**src/rtl/fetch_pkg.sv**
```systemverilog
// Shared types and defaults for the instruction fetch unit.
package fetch_pkg;

    localparam int unsigned ADDR_W = 64;
    localparam int unsigned INST_W = 32;

    typedef struct packed {
        logic [ADDR_W-1:0] pc;
        logic [INST_W-1:0] inst;
    } fetch_entry_t;

    localparam logic [INST_W-1:0] INST_NOP = 32'h0000_0013;

endpackage

```
**src/rtl/fetch_fifo.sv**
```systemverilog
// Small synchronous FIFO with push/pop/clear and an occupancy count.
// DEPTH must be a power of two so the pointers wrap naturally.
module fetch_fifo #(
    parameter int unsigned WIDTH = 8,
    parameter int unsigned DEPTH = 2,
    localparam int unsigned PTR_W = $clog2(DEPTH),
    localparam int unsigned CNT_W = PTR_W + 1
) (
    input  logic             clk,
    input  logic             reset,
    input  logic             push,
    input  logic [WIDTH-1:0] wdata,
    input  logic             pop,
    input  logic             clear,
    output logic [WIDTH-1:0] rdata,
    output logic [CNT_W-1:0] count
);

    logic [WIDTH-1:0] mem [DEPTH];
    logic [PTR_W-1:0] rd_ptr;
    logic [PTR_W-1:0] wr_ptr;

    always_ff @(posedge clk) begin
        if (reset) begin
            rd_ptr <= '0;
            wr_ptr <= '0;
            count  <= '0;
            for (int i = 0; i < DEPTH; i++) begin
                mem[i] <= '0;
            end
        end else if (clear) begin
            // Drop everything: read side catches up with the write side.
            rd_ptr <= wr_ptr;
            count  <= '0;
        end else begin
            if (push) begin
                mem[wr_ptr] <= wdata;
                wr_ptr      <= wr_ptr + PTR_W'(1);
            end
            if (pop) begin
                rd_ptr <= rd_ptr + PTR_W'(1);
            end
            count <= count + CNT_W'(push) - CNT_W'(pop);
        end
    end

    assign rdata = mem[rd_ptr];

endmodule

```
**src/rtl/fetch_unit.sv**
```systemverilog
// Instruction fetch: issues in-order memory reads for PC control and hands
// {pc, inst} pairs to decode, discarding wrong-path responses after a redirect.
module fetch_unit #(
    parameter int unsigned ADDR_W = fetch_pkg::ADDR_W,
    parameter int unsigned INST_W = fetch_pkg::INST_W,
    parameter int unsigned DEPTH  = 2
) (
    input  logic              clk,
    input  logic              reset,
    input  logic [ADDR_W-1:0] pc_fetch,
    input  logic              pc_valid,
    output logic              pc_ready,
    input  logic              pcsel,
    output logic              mem_req_valid,
    output logic [ADDR_W-1:0] mem_req_addr,
    input  logic              mem_req_ready,
    input  logic              mem_resp_valid,
    input  logic [INST_W-1:0] mem_resp_data,
    output logic              dec_valid,
    output logic [INST_W-1:0] dec_inst,
    output logic [ADDR_W-1:0] dec_pc,
    input  logic              dec_ready
);

    localparam int unsigned CNT_W = $clog2(DEPTH) + 1;

    // The PC queue holds exactly the in-flight requests, so its occupancy is
    // the outstanding count.
    logic [CNT_W-1:0]        outstanding;
    logic [CNT_W-1:0]        count;
    logic [CNT_W-1:0]        drop;
    logic [CNT_W:0]          in_use;
    logic                    credit;
    logic                    accept;
    logic                    keep;
    logic                    dec_pop;
    logic [ADDR_W-1:0]       pcq_head;
    logic [ADDR_W+INST_W-1:0] outq_head;

    always_comb begin
        in_use        = {1'b0, outstanding} + {1'b0, count};
        credit        = in_use < (CNT_W + 1)'(DEPTH);
        mem_req_valid = !reset && pc_valid && credit && !pcsel;
        pc_ready      = mem_req_valid && mem_req_ready;
        accept        = pc_ready;
        keep          = !reset && mem_resp_valid && (drop == '0) && !pcsel;
        dec_valid     = !reset && (count != '0) && !pcsel;
        dec_pop       = dec_valid && dec_ready;
        mem_req_addr  = {pc_fetch[ADDR_W-1:2], 2'b00};
    end

    always_ff @(posedge clk) begin
        if (reset) begin
            drop <= '0;
        end else if (pcsel) begin
            // Everything still in flight is wrong-path, except a response
            // landing this very cycle, which is discarded directly.
            drop <= outstanding - CNT_W'(mem_resp_valid);
        end else if (mem_resp_valid && (drop != '0)) begin
            drop <= drop - CNT_W'(1);
        end
    end

    fetch_fifo #(
        .WIDTH (ADDR_W),
        .DEPTH (DEPTH)
    ) u_pc_queue (
        .clk   (clk),
        .reset (reset),
        .push  (accept),
        .wdata (pc_fetch),
        .pop   (mem_resp_valid),
        .clear (1'b0),
        .rdata (pcq_head),
        .count (outstanding)
    );

    fetch_fifo #(
        .WIDTH (ADDR_W + INST_W),
        .DEPTH (DEPTH)
    ) u_out_queue (
        .clk   (clk),
        .reset (reset),
        .push  (keep),
        .wdata ({pcq_head, mem_resp_data}),
        .pop   (dec_pop),
        .clear (pcsel),
        .rdata (outq_head),
        .count (count)
    );

    assign dec_pc   = outq_head[ADDR_W+INST_W-1:INST_W];
    assign dec_inst = outq_head[INST_W-1:0];

endmodule
```
**config.mk**
```make
export PLATFORM = sky130hd
export DESIGN_NAME = fetch_unit
export DESIGN_NICKNAME = d
export VERILOG_FILES = /design/src/rtl/fetch_pkg.sv /design/src/rtl/fetch_fifo.sv /design/src/rtl/fetch_unit.sv
export SDC_FILE = /design/constraint.sdc
export NUM_CORES = 1
export LEC_CHECK = 0
export ABC_CLOCK_PERIOD_IN_PS = 5400
export BUFFER_PORTS_ARGS = -buffer_cell sky130_fd_sc_hd__buf_2
export CORE_ASPECT_RATIO = 0.7
export CORE_MARGIN = 4
export CORE_UTILIZATION = 50
export DETAILED_ROUTE_END_ITERATION = 7
export PLACE_DENSITY_LB_ADDON = 0.1
export SETUP_SLACK_MARGIN = 0.15
export SLEW_MARGIN = 10
export SYNTH_ARGS = -nofsm -noshare
export SYNTH_HDL_FRONTEND = slang
export SYNTH_SLANG_ARGS = --single-unit
```
**constraint.sdc**
```tcl
create_clock -name clk -period 5.4 [get_ports clk]
set_input_delay 0.81 -clock clk [delete_from_list [all_inputs] [get_ports clk]]
set_output_delay 0.81 -clock clk [all_outputs]
set_load 0.1 [all_outputs]
```
# Word-level counts from Yosys, hierarchy flattened
# Memory sizes are Yosys's and may differ from the RTL's. A register that Yosys moved wholly into a read port is not among the register bits.
# Index checks and enable logic that the tools add are counted.
dict set report word_totals {
  register_bits 10
  ram_bits 320
  inputBits 103
  output_inout_bits 163
  elab_cells 67
  n_memories 2
}
dict set report op_classes {
  add_sub_neg 11
  n_lt_le_gt_ge 1
  mux 23
  bitwise_logic 1
  reduce_logical 22
}
# name words width read_ports rd_ports_with_merged_regs wr line_no
set memory_table {}
lappend memory_table {u_out_queue.mem 2 96 1 1 2 fetch_fifo.sv:19} ;# logic [WIDTH-1:0] mem [DEPTH];
lappend memory_table {u_pc_queue.mem 2 64 1 1 2 fetch_fifo.sv:19}
# operator n
set op_table {}
lappend op_table {{96-bit 2-to-1 mux} 1}
lappend op_table {{96-bit OR reduction} 1}
lappend op_table {{64-bit 2-to-1 mux} 1}
lappend op_table {{64-bit OR reduction} 1}
lappend op_table {{1-bit 2-to-1 mux} 19}
lappend op_table {{1-bit logical AND} 11}
lappend op_table {{2-bit nonzero test} 4}
lappend op_table {{2-bit by 1-bit subtractor with 2-bit output} 3}
lappend op_table {{1-bit adder, second input constant} 4}
lappend op_table {{2-bit by 1-bit adder with 2-bit output} 2}
lappend op_table {{2-bit 2-to-1 mux} 2}
lappend op_table {{2-bit by 2-bit adder with 3-bit output} 1}
lappend op_table {{3-bit by 2-bit less-than comparator with 1-bit output, second input constant} 1}
lappend op_table {{1-bit logical NOT} 2}
lappend op_table {{2-bit logical NOT} 1}
lappend op_table {{2-bit AND reduction} 1}
lappend op_table {{2-bit OR reduction} 1}
lappend op_table {{2-bit by 1-bit subtractor with 2-bit output, second input constant} 1}
lappend op_table {{1-bit inverter} 1}

# Longest topological paths before layout
# Gate-level depths: netlist (run 1).
dict set report logic_depth {
  depth_word 10
  depth_mapped 9
  ltp_nobuf 9
}

# Hierarchy
# A second synthesis (run 1) with hierarchy kept.
dict set report unflattened {
  cells_unflattened 1027
  hier_area_um2 15272.1
}
# module n_inst cells_each area_per_inst_um2 seq_area_each_um2
set modules_own_cells {}
lappend modules_own_cells {{fetch_fifo at u_out_queue} 1 558 8633.3 5865.6}
lappend modules_own_cells {{fetch_fifo at u_pc_queue} 1 380 5944.5 3943.8}
lappend modules_own_cells {fetch_unit 1 89 694.4 40.0}

# Worst setup path before layout (run 1)
# No wires, ideal clock.
dict set report synth_path {
  path_kind {reg2out}
  startpoint {register u_out_queue.count[0]}
  endpoint {output port mem_req_valid}
  arrival_ps 4100
  t_required_ps 4590
  setup_slack_ps 490
  stages_incl_launch_ff 7
  path_buffers 1
  cell_sequence {dfxtp_1 > inv_1 > nor2_1 > fa_1 > nand2b_1 > clkbuf_1 > nor4_1}
}
dict set report synth_via {
  elab_chain_len 4
}
# element line_no
set synth_lines {}
lappend synth_lines {{start: declaration} fetch_fifo.sv:16} ;# output logic [CNT_W-1:0] count
lappend synth_lines {{start signal: assignment} fetch_fifo.sv:43} ;# count <= count + CNT_W'(push) - CNT_W'(pop);
lappend synth_lines {{2-bit by 2-bit adder with 3-bit output} fetch_unit.sv:41} ;# in_use = {1'b0, outstanding} + {1'b0, count};
lappend synth_lines {{3-bit by 2-bit less-than comparator with 1-bit output} fetch_unit.sv:42} ;# credit = in_use < (CNT_W + 1)'(DEPTH);
lappend synth_lines {{1-bit logical AND (2 in series)} fetch_unit.sv:43} ;# mem_req_valid = !reset && pc_valid && credit && !pcsel;
lappend synth_lines {{end: declaration} fetch_unit.sv:14} ;# output logic mem_req_valid,
# Every way passes these cells.

# Worst setup path after layout (run 1)
# Ends and elaborated chain as after synthesis.

==> results of run 1 <==
## cell usage in the layout (no fill, tap or decap), drive strengths merged, types with 2 or more instances in the layout
cell,netlist,routed
nand2b,5,5
mux2i,64,64
and2,129,129
o21a,3,3
nand2,3,3
and3,64,64
nor3b,2,2
clkbuf,33,48
dfxtp,12,12
bufinv,0,3
a211oi,2,2
nor2,135,135
mux2,96,96
or2,2,2
buf,95,276
conb,1,2
inv,7,8
ha,4,4
nor3,6,6
xnor2,5,5
nor4,2,2
clkinv,0,7
a21oi,2,2
edfxtp,320,320
## flip-flops by register name (all words and copies together) (netlist names), named ones only
name / flops
u_out_queue.count: 2
u_pc_queue.rd_ptr: 1
u_pc_queue.mem: 128
u_pc_queue.count: 2
u_out_queue.rd_ptr: 1
u_out_queue.wr_ptr: 1
u_pc_queue.wr_ptr: 1
drop: 2
u_out_queue.mem: 192
## logic make-up after synthesis
family,count (synthesis)
and+or+nand+nor,352
DFF,332
muxes,160
buffers and inverters,135
AOI/OAI and AO/OA,10
xor gates and xnor gates,6
adders and majority gates,5
other,1
## stage by stage
step | setup WS [ns] | total power [mW] | util [%] | hold slack (ns)
after floorplan | 0.490 | 4.02 | - | 0.480
after global placement | 2.31 | 4.22 | 55.4 | 0.515
after detailed placement | 2.28 | 4.22 | 55.4 | 0.514
after CTS | 1.88 | 6.51 | 59.2 | 0.523
after global routing | 1.74 | 6.67 | 59.2 | 0.566
final | 1.90 | 6.44 | 59.2 | 0.518
## metal layers
metal | routed length (µm) | share of wire, % | vias up | global-route usage (%)
met5 | 0 | 0 | - | 0
met4 | 436 | 1.4 | 0 | 4.41
met3 | 1720 | 5.6 | 35 | 3.65
met2 | 14400 | 47 | 196 | 29.8
met1 | 14000 | 46 | 3971 | 27.6
li1 | - | - | 3879 | -
## where the power goes
part	total, mW	switching [mW]	internal, mW
sequential	3.00	0.0417	2.95
combinational	1.16	0.940	0.220
clock	2.28	0.935	1.35
total	6.44	1.92	4.52
## cell type report
| class | count | area, µm² | area share [%] |
|---|---|---|---|
| Timing Repair Buffer | 276 | 1440 | 8.62 |
| Inverter | 7 | 26.3 | 0.157 |
| Sequential cell | 332 | 9860 | 59.1 |
| Clock inverter | 11 | 128 | 0.765 |
| Multi-Input combinational cell | 535 | 3840 | 23.0 |
| Antenna cell | 1 | 2.50 | 0.0150 |
| Tap cell | 371 | 464 | 2.78 |
| Clock buffer | 48 | 935 | 5.60 |
## worst reg2reg max path, delay by kind of cell (launching register included)
family                   cells  cell delay (ns)
adder cells (fa/ha/maj)      1             0.44
buffers and inverters        1             0.06
flip-flops                   1             0.34
AND/OR/NAND/NOR              4             1.52
## worst max path at each step
stage | from | to | slack (ns) | cells past startpoint
6_report | u_out_queue.count[0]$_SDFF_PP0_ | mem_req_valid | 1.90 | 6
5_1_grt | u_out_queue.count[0]$_SDFF_PP0_ | mem_req_valid | 1.74 | 6
4_1_cts | u_out_queue.count[0]$_SDFF_PP0_ | mem_req_valid | 1.88 | 6
3_5_place_dp | reset | u_pc_queue.mem[0][30]$_SDFFCE_PN0P_ | 2.28 | 4
3_3_place_gp | reset | u_pc_queue.mem[0][30]$_SDFFCE_PN0P_ | 2.31 | 4
2_1_floorplan | u_out_queue.count[0]$_SDFF_PP0_ | mem_req_valid | 0.49 | 6
==> flow_metrics.py, run 1 <==
metrics = {
    "logic_synthesis": {
        "synth_warnings": 0,
        "ys_seq_area_share_pct": 67.8,
        "synth-simple-area-share_pct": 13.0,
        "synthFlopType": "edfxtp_1",
        "post-synth-top-count-cell": "edfxtp_1",
        "ys_top_cells_by_count": "edfxtp_1 (320), nor2_1 (135), and2_1 (129)",
        "synth-xor-area-share_pct": 0.362,
        "ys_types": 37,
        "synth_area_leader_cell": "edfxtp_1",
        "syn_area_um2": 14500,
        "avgSynthCellArea_um2": 14.5,
        "synth.top_cell.area_share_pct": 66.1,
        "synth_mux_area_share_pct": 11.9,
        "synth_top_cells_by_area": "edfxtp_1 (66%), mux2_2 (7.4%), and2_1 (5.6%), mux2i_1 (4.4%), nor2_1 (3.5%)",
        "synth_compound_area_share_pct": 0.474,
        "synthArstFlopShare_pct": 0,
        "synth_top_family_by_area": "simple AND/OR/NAND/NOR gates",
        "ys_seq_elements": 332,
        "synth_fa_ha_area_share_pct": 0.482,
        "synthCells": 1001,
        "synth-edff-count": 320,
    },
    "global_routing": {
        "antenna_found_initial": 0,
        "grt_pass1_wl_um": 46300,
        "track_usage_pct": 18.9,
        "grt_max_degree": 66,
        "grt_pass1_vias": 7928,
        "grt-ovfl-total": 0,
    },
    "worst_setup_path": {
        "path_buf_inv": 2,
        "path_max_fanout": 8,
        "crit-reg2reg-capture": "u_pc_queue.mem[1][7]$_SDFFCE_PN0P_",
        "path_cells": "inv_1, nor2_1, fa_1, nand2b_1, nor4_1, buf_2",
        "crit_slowest_cell": "buf_2",
        "cp.required_ns": 4.59,
        "rrSetupSlack_ns": 2.56,
        "path_delay_family": "simple AND/OR/NAND/NOR gates",
        "slowest_delay_ns": 0.51,
        "crit_path_start_kind": "flop",
        "reg2regPathDepth": 6,
        "worstReg2RegStart": "u_out_queue.count[0]$_SDFF_PP0_",
        "critPathArrivalTime_ns": 2.69,
        "crit_type": "flop to primary output",
        "endpoint_kind": "primary output",
    },
    "sta": {
        "post-route-min-period_ns": 3.50,
        "tns_ns": 0,
        "max_slew_margin_pct": 30.1,
        "finalHoldViolations": 0,
        "finalCritPeriodShare_pct": 64.8,
        "rsz0062_at_grt": "false",
        "setup_viol": 0,
        "finalClockSkew_ns": 0.0234,
        "final_max_slew_viol_count": 0,
        "tightest_slew_ns": 1.05,
        "fmaxAchievable_mhz": 286,
    },
    "placed_design": {
        "dp_cells": 1521,
        "place_area_um2": 15600,
        "port_buffers": 263,
        "gp_congestion": 0.748,
        "dp_hpwl_um": 18100,
    },
    "min_path": {
        "min_to": "u_pc_queue.wr_ptr$_SDFFE_PP0P_",
        "hp-start": "u_pc_queue.wr_ptr$_SDFFE_PP0P_",
        "hp-class": "flop to flop",
        "holdPathStages": 2,
    },
    "clock_tree": {
        "cts-resized-gates": 0,
        "cts_tree": "done",
        "clkTransAtPathRegs_ns": 0.06,
        "cts-root-buf": "clkbuf_16",
        "ctsHoldBuffers": 0,
        "postCtsSetupBuffers": 0,
        "h-tree-depth": 2,
        "cts_num_sinks": 332,
        "cts_made_buffers": 34,
        "clk_latency_ns": 0.52,
        "clockBufferDepth": 3,
    },
    "die": {
        "initial_core_util_pct": 51.5,
        "core-area_um2": 28200,
        "io_pins": 266,
        "die_x_um": 212,
        "core.rowCount": 51,
        "dieHeight_um": 151,
        "die-area_um2": 31900,
    },
    "pwr": {
        "ir_drop_uv": 234,
        "power.density_nw_per_um2": 386,
        "p_leak_nw": 6.84,
    },
    "run_status": {
        "status": "finished, final reports clean",
    },
    "route": {
        "drt_iter0_drc": 405,
        "dr_total_vias": 8081,
        "first_pass_iters": 4,
        "wl_per_cell_um": 19.3,
        "wl_um": 30500,
        "vias_per_cell": 5.11,
        "remaining_drc_errors": 0,
        "final_antenna_net_count": 0,
    },
    "run": {
        "max_cap_viol_count": 0,
    },
    "cells_and_area": {
        "nFillCells": 2305,
        "drive_above_1_share_pct": 35.2,
        "fin_area_um2": 16700,
        "layout.nets": 1294,
        "syn_to_final_growth_pct": 14.9,
        "final_cell_count_no_fill": 1581,
    },
}
(Power assumes the default switching activity.)
==> run 2: changes to the inputs <==
--- a/config.mk
+++ b/config.mk
@@ -5,7 +5,8 @@
 export SDC_FILE = /design/constraint.sdc
 export NUM_CORES = 1
 export LEC_CHECK = 0
-export ABC_CLOCK_PERIOD_IN_PS = 5400
+export ABC_AREA = 1
+export ABC_CLOCK_PERIOD_IN_PS = 3110
 export BUFFER_PORTS_ARGS = -buffer_cell sky130_fd_sc_hd__buf_2
 export CORE_ASPECT_RATIO = 0.7
 export CORE_MARGIN = 4
==> constraint.sdc (replaced) <==
create_clock -name clk -period 3.11 [get_ports clk]
set_input_delay 0.4665 -clock clk [delete_from_list [all_inputs] [get_ports clk]]
set_output_delay 0.4665 -clock clk [all_outputs]
set_load 0.1 [all_outputs]
==> flow_metrics.py, run 2 <==
metrics = {
    "logic_synthesis": {
        "syn_area_um2": 14300,
        "synthFlopType": "edfxtp_1",
        "synth_warnings": 0,
        "ys_seq_area_share_pct": 69.1,
        "ys_seq_elements": 332,
        "synth-edff-count": 320,
        "ys_top_cells_by_count": "nor2_1 (332), edfxtp_1 (320), inv_1 (115)",
        "post-synth-top-count-cell": "nor2_1",
        "ys_types": 28,
        "synthCells": 1104,
        "synth_top_cells_by_area": "edfxtp_1 (67%), nor2_1 (8.7%), mux2_2 (7.6%), mux2i_1 (4.5%), buf_4 (3.4%)",
        "synth.top_cell.area_share_pct": 67.4,
        "synth_area_leader_cell": "edfxtp_1",
        "avgSynthCellArea_um2": 12.9,
        "synthArstFlopShare_pct": 0,
    },
    "placed_design": {
        "dp_cells": 1639,
        "port_buffers": 263,
        "place_area_um2": 15600,
        "dp_worst_setup_slack_ns": 0.577,
        "dp_hpwl_um": 18400,
        "gp_congestion": 0.725,
    },
    "cells_and_area": {
        "drive_above_1_share_pct": 32.7,
        "most-common-layout-cells": "nor2_1 (332), edfxtp_1 (320), buf_2 (262)",
        "syn_to_final_growth_pct": 17.1,
        "final_cell_count_no_fill": 1702,
        "fin_area_um2": 16700,
        "largest_register_ffs": 192,
        "top_register": "u_out_queue.mem",
        "multi_input_area_um2": 3310,
        "insertedDiodeCount": 0,
        "layout_commonest_cell": "nor2_1",
        "reg_top3": "u_out_queue.mem x192, u_pc_queue.mem x128",
        "layout.nets": 1413,
        "final_util_pct": 59.8,
        "layout.area.seq_um2": 9860,
        "nFillCells": 2290,
    },
    "route": {
        "drt_iter0_drc": 491,
        "wl_um": 30400,
        "first_pass_iters": 5,
        "dr_total_vias": 8436,
        "vias_per_cell": 4.96,
        "wl_per_cell_um": 17.8,
        "remaining_drc_errors": 0,
        "final_antenna_net_count": 0,
    },
    "worst_setup_path": {
        "cp.required_ns": 2.64,
        "rrSetupSlack_ns": 0.63,
        "reg2regPathDepth": 10,
        "critPathArrivalTime_ns": 2.23,
        "worstSetupEndpoint": "pc_ready",
        "crit_type": "flop to primary output",
        "endpoint_kind": "primary output",
        "crit-reg2reg-capture": "u_pc_queue.mem[0][42]$_SDFFCE_PN0P_",
        "worstReg2RegStart": "u_pc_queue.count[0]$_SDFF_PP0_",
        "crit_path_start_kind": "flop",
        "critPathLaunch": "u_pc_queue.count[0]$_SDFF_PP0_",
        "path_max_fanout": 4,
    },
    "sta": {
        "max_slew_margin_pct": 44.6,
        "finalCritPeriodShare_pct": 86.8,
        "tightest_slew_ns": 0.831,
        "finalClockSkew_ns": 0.0151,
        "fmaxAchievable_mhz": 370,
        "finalHoldViolations": 0,
        "post-route-min-period_ns": 2.70,
        "fin_ws_ns": 0.409,
        "final_max_slew_viol_count": 0,
        "tns_ns": 0,
        "setup_viol": 0,
        "rsz0062_at_grt": "false",
    },
    "pwr": {
        "power.switching_mw": 3.29,
        "switching_share_pct": 29.7,
        "p_leak_nw": 7.21,
        "power.density_nw_per_um2": 663,
        "p_clk_share_pct": 35.3,
        "seqPwrFrac_pct": 47.0,
        "internal_power_mw": 7.78,
        "share_comb_of_total_power_pct": 17.6,
        "ir_drop_uv": 300,
    },
    "die": {
        "io_pins": 266,
        "die-area_um2": 31300,
        "core-area_um2": 27900,
        "initial_core_util_pct": 51.0,
        "core.rowCount": 51,
        "dieHeight_um": 149,
        "die_x_um": 210,
    },
    "global_routing": {
        "grt_max_degree": 66,
        "grt-ovfl-total": 0,
        "antenna_found_initial": 0,
        "grt_pass1_vias": 8488,
        "track_usage_pct": 19.1,
        "grt_pass1_wl_um": 47000,
    },
    "clock_tree": {
        "clk_latency_ns": 0.51,
        "cts_tree": "done",
        "cts-root-buf": "clkbuf_16",
        "cts_made_buffers": 35,
        "ctsHoldBuffers": 0,
        "h-tree-depth": 2,
        "clockBufferDepth": 3,
        "clkTransAtPathRegs_ns": 0.06,
        "cts_num_sinks": 332,
    },
    "run_status": {
        "status": "finished, final reports clean",
    },
    "min_path": {
        "hp-class": "input pin to flop",
        "hp-start": "reset",
    },
    "run": {
        "max_cap_viol_count": 0,
    },
}
## run 2: cell types whose count changed after synthesis, moves of 5 or more
cell	change
nand2_1	+14
nand2b_1	-5
buf_1	-10
inv_1	+108
clkbuf_1	-8
nor2_1	+197
buf_2	+22
and3_1	-64
and2_1	-129
buf_6	-9
## run 2: routing by layer
layer  global-route usage (%)  vias up  part of all wire, %
met1                     27.9     4114                   46
met5                        0        -                    0
met2                     30.3      249                   46
met4                     4.56        0                  1.5
li1                         -     4036                    -
met3                     3.51       37                  6.0
## run 2: cell type report
cell class                      count  area share, %
Timing Repair Buffer              279           9.29
Sequential cell                   332           59.0
Clock buffer                       45           5.84
Tap cell                          371           2.78
Clock inverter                     18          0.592
Inverter                          117           2.65
Multi-Input combinational cell    540           19.8
## run 2: logic make-up after synthesis
family | count (synthesis) | share of synthesized area [%]
XOR/XNOR | 3 | 0.184
other | 1 | 0.0263
buffers and inverters | 233 | 8.05
AO/OA/AOI/OAI | 10 | 0.368
adder cells (fa/ha/maj) | 5 | 0.491
AND/OR/NAND/NOR | 360 | 9.74
multiplexers | 160 | 12.1
flip-flops | 332 | 69.1
## run 2: how the worst min path moves through the flow
stage / end / slack (ns) / cells past startpoint
after floorplan: u_pc_queue.wr_ptr$_SDFFE_PP0P_ / 0.46 / 2
after global placement: flop / 0.46 / 2
after detailed placement: flop / 0.47 / 2
after CTS: flop / 0.20 / 2
after global routing: flop / 0.21 / 2
final: flop / 0.22 / 2
## run 2: worst max-delay path, stage by stage, from the launching register on
cell        delay, ns
dfxtp_1          0.32
nand2_1          0.05
inv_1            0.07
fa_1             0.40
inv_1            0.06
nand2_1          0.05
nor2_1           0.20
nand3_2          0.17
clkinvlp_4       0.12
buf_4            0.29
## run 2: power by group through the flow
stage | sequential, mW | combinational (mW) | clock [mW]
after floorplan | 5.26 | 1.65 | 0
after global placement | 5.30 | 1.96 | 0
after detailed placement | 5.30 | 1.97 | 0
after CTS | 5.21 | 1.97 | 4.00
after global routing | 5.23 | 2.04 | 4.22
final | 5.21 | 1.95 | 3.91
## run 2: what timing repair did
item / 4_1_cts / 5_1_grt
resized for setup: 0 / 3
setup endpoints to repair: 0 / 1
setup buffers: 0 / 0
## run 2: through the flow
stage	total power [mW]	hold slack [ns]
floorplan	6.91	0.458
global placement	7.26	0.464
detailed placement	7.27	0.469
CTS	11.2	0.197
global route	11.5	0.212
finish	11.1	0.217
==> run 3: changes to the inputs <==
--- a/config.mk
+++ b/config.mk
@@ -11,10 +11,12 @@
 export CORE_ASPECT_RATIO = 0.7
 export CORE_MARGIN = 4
 export CORE_UTILIZATION = 50
+export CTS_BUF_LIST = sky130_fd_sc_hd__clkbuf_4 sky130_fd_sc_hd__clkbuf_8 sky130_fd_sc_hd__clkbuf_16
 export DETAILED_ROUTE_END_ITERATION = 7
 export PLACE_DENSITY_LB_ADDON = 0.1
 export SETUP_SLACK_MARGIN = 0.15
 export SLEW_MARGIN = 10
 export SYNTH_ARGS = -nofsm -noshare
 export SYNTH_HDL_FRONTEND = slang
+export SYNTH_HIERARCHICAL = 1
 export SYNTH_SLANG_ARGS = --single-unit
==> flow_metrics.py, run 3 <==
metrics = {
    "global_routing": {
        "antenna_found_initial": 0,
        "grt_pass1_vias": 8878,
        "grt_max_degree": 74,
        "grt-ovfl-total": 0,
        "grt_pass1_wl_um": 48400,
        "track_usage_pct": 18.4,
    },
    "placed_design": {
        "place_area_um2": 16300,
        "gp_congestion": 0.780,
        "port_buffers": 263,
        "dp_hpwl_um": 18800,
    },
    "worst_setup_path": {
        "path_max_fanout": 3,
        "crit_type": "flop to primary output",
        "cp.required_ns": 2.64,
        "crit_path_start_kind": "flop",
        "critPathArrivalTime_ns": 2.31,
        "critPathLaunch": "u_pc_queue/count[0]$_SDFF_PP0_",
        "endpoint_kind": "primary output",
        "worstReg2RegStart": "u_pc_queue/count[0]$_SDFF_PP0_",
    },
    "sta": {
        "setup_viol": 0,
        "fmaxAchievable_mhz": 361,
        "rsz0062_at_grt": "false",
        "final_max_slew_viol_count": 0,
        "post-route-min-period_ns": 2.77,
        "tightest_slew_ns": 0.928,
        "finalCritPeriodShare_pct": 89.1,
        "finalHoldViolations": 0,
        "tns_ns": 0,
        "max_slew_margin_pct": 38.2,
        "finalClockSkew_ns": 0.00972,
    },
    "logic_synthesis": {
        "synth-edff-count": 320,
        "synth_warnings": 6,
        "synth_area_leader_cell": "edfxtp_1",
        "synthArstFlopShare_pct": 0,
        "synth_top_cells_by_area": "edfxtp_1 (64%), mux2_2 (12%), nor2_1 (7.5%), inv_1 (4.8%), buf_4 (3.4%)",
        "ys_seq_area_share_pct": 65.2,
        "synthCells": 1195,
        "ys_seq_elements": 332,
        "avgSynthCellArea_um2": 12.6,
        "synthFlopType": "edfxtp_1",
        "post-synth-top-count-cell": "edfxtp_1",
        "synth.top_cell.area_share_pct": 63.6,
        "ys_top_cells_by_count": "edfxtp_1 (320), nor2_1 (303), inv_1 (194)",
        "syn_area_um2": 15100,
        "ys_types": 26,
    },
    "clock_tree": {
        "ctsHoldBuffers": 0,
        "clkTransAtPathRegs_ns": 0.06,
        "postCtsSetupBuffers": 0,
        "cts_num_sinks": 332,
        "cts_tree": "done",
        "cts_made_buffers": 35,
        "h-tree-depth": 2,
        "clockBufferDepth": 3,
        "clk_latency_ns": 0.52,
        "cts-root-buf": "clkbuf_16",
        "cts-resized-gates": 0,
    },
    "cells_and_area": {
        "layout_commonest_cell": "edfxtp_1",
        "drive_above_1_share_pct": 38.1,
        "largest_register_ffs": 192,
        "syn_to_final_growth_pct": 15.8,
        "fin_area_um2": 17500,
        "insertedDiodeCount": 0,
        "top_register": "u_out_queue/mem",
        "most-common-layout-cells": "edfxtp_1 (320), nor2_1 (303), buf_2 (262)",
        "reg_top3": "u_out_queue/mem x192, u_pc_queue/mem x128",
        "layout.nets": 1508,
        "nFillCells": 2485,
    },
    "run_status": {
        "status": "finished, final reports clean",
    },
    "die": {
        "core-area_um2": 29300,
        "io_pins": 266,
        "dieHeight_um": 153,
        "initial_core_util_pct": 51.5,
        "die-area_um2": 33100,
        "die_x_um": 216,
        "core.rowCount": 52,
    },
    "min_path": {
        "hp-start": "mem_resp_data[14]",
        "hp-class": "input pin to flop",
    },
    "pwr": {
        "ir_drop_uv": 425,
        "power.density_nw_per_um2": 628,
        "p_leak_nw": 7.59,
    },
    "route": {
        "dr_total_vias": 8752,
        "wl_um": 31000,
        "drt_iter0_drc": 544,
        "wl_per_cell_um": 17.0,
        "vias_per_cell": 4.79,
        "final_antenna_net_count": 0,
        "first_pass_iters": 5,
        "remaining_drc_errors": 0,
    },
    "run": {
        "max_cap_viol_count": 0,
    },
}
run 3: cell types whose count changed in the layout (fill, tap and decap cells not counted), sizes merged, moves of 4 or more:
cell / previous run / this run
inv: 115 / 195
mux2: 96 / 160
mux2i: 64 / 0
nand2: 19 / 27
clkinv: 18 / 11
clkbuf: 45 / 50
nand3: 4 / 9
conb: 2 / 6
run 3: cell type report:
class                   count  area [µm²]  area share [%]
flip-flops and latches    332        9860            56.3
multi-input cells         557        3730            21.3
repair buffers            277        1500            8.57
clock buffers              49        1050            6.01
inverters                 195         732            4.18
well taps                 405         507            2.90
clock inverters            14         118           0.672
run 3: final timing paths:
kind                            cells past startpoint  slack, ns                              endpoint
worst max-delay path                                7       0.34                              pc_ready
worst min-delay path                                3       0.26  u_out_queue/mem[0][14]$_SDFFCE_PN0P_
worst min register to register                      3       0.57       u_out_queue/rd_ptr$_SDFFE_PP0P_
worst max register to register                     10       0.42    u_pc_queue/mem[0][9]$_SDFFCE_PN0P_
run 3: kinds of logic after synthesis:
family          count (synthesis)  synth area share (%)
buf+inv                       311                  10.8
simple gates                  375                  11.1
fa+ha+maj                       7                 0.629
compound gates                  9                 0.315
mux                           160                  11.9
flops                         332                  65.2
other cells                     1                0.0248
run 3: metal layers:
| metal | wire length, µm | track usage [%] | share of wire, % |
|---|---|---|---|
| met5 | 0 | 0 | 0 |
| met4 | 508 | 4.60 | 1.6 |
| met3 | 1830 | 3.57 | 5.9 |
| met2 | 14800 | 30.3 | 48 |
| met1 | 13900 | 25.5 | 45 |
run 3: metrics by stage:
step	setup WS (ns)	cells	total power, mW	hold WS [ns]	util [%]
after floorplan	0.261	1200	6.63	0.526	-
after global placement	0.428	1766	6.90	0.555	55.6
after detailed placement	0.406	1766	6.91	0.552	55.6
after CTS	0.210	1829	11.1	0.239	59.6
after global routing	0.178	1829	11.4	0.262	59.6
final	0.338	1829	11.0	0.265	59.6
run 3: power breakdown:
group | switching (mW) | total (mW) | internal [mW]
Combinational | 1.36 | 1.69 | 0.326
Clock | 1.65 | 4.18 | 2.53
Sequential | 0.0601 | 5.12 | 5.06
Total | 3.07 | 11.0 | 7.91
run 3: critical path, cell delays in order, from the launching register on:
cell      delay (ns)
dfxtp_1         0.36
nand2_1         0.07
inv_1           0.06
fa_1            0.41
nor2_1          0.14
nand3_1         0.14
nor3b_4         0.25
clkbuf_4        0.37
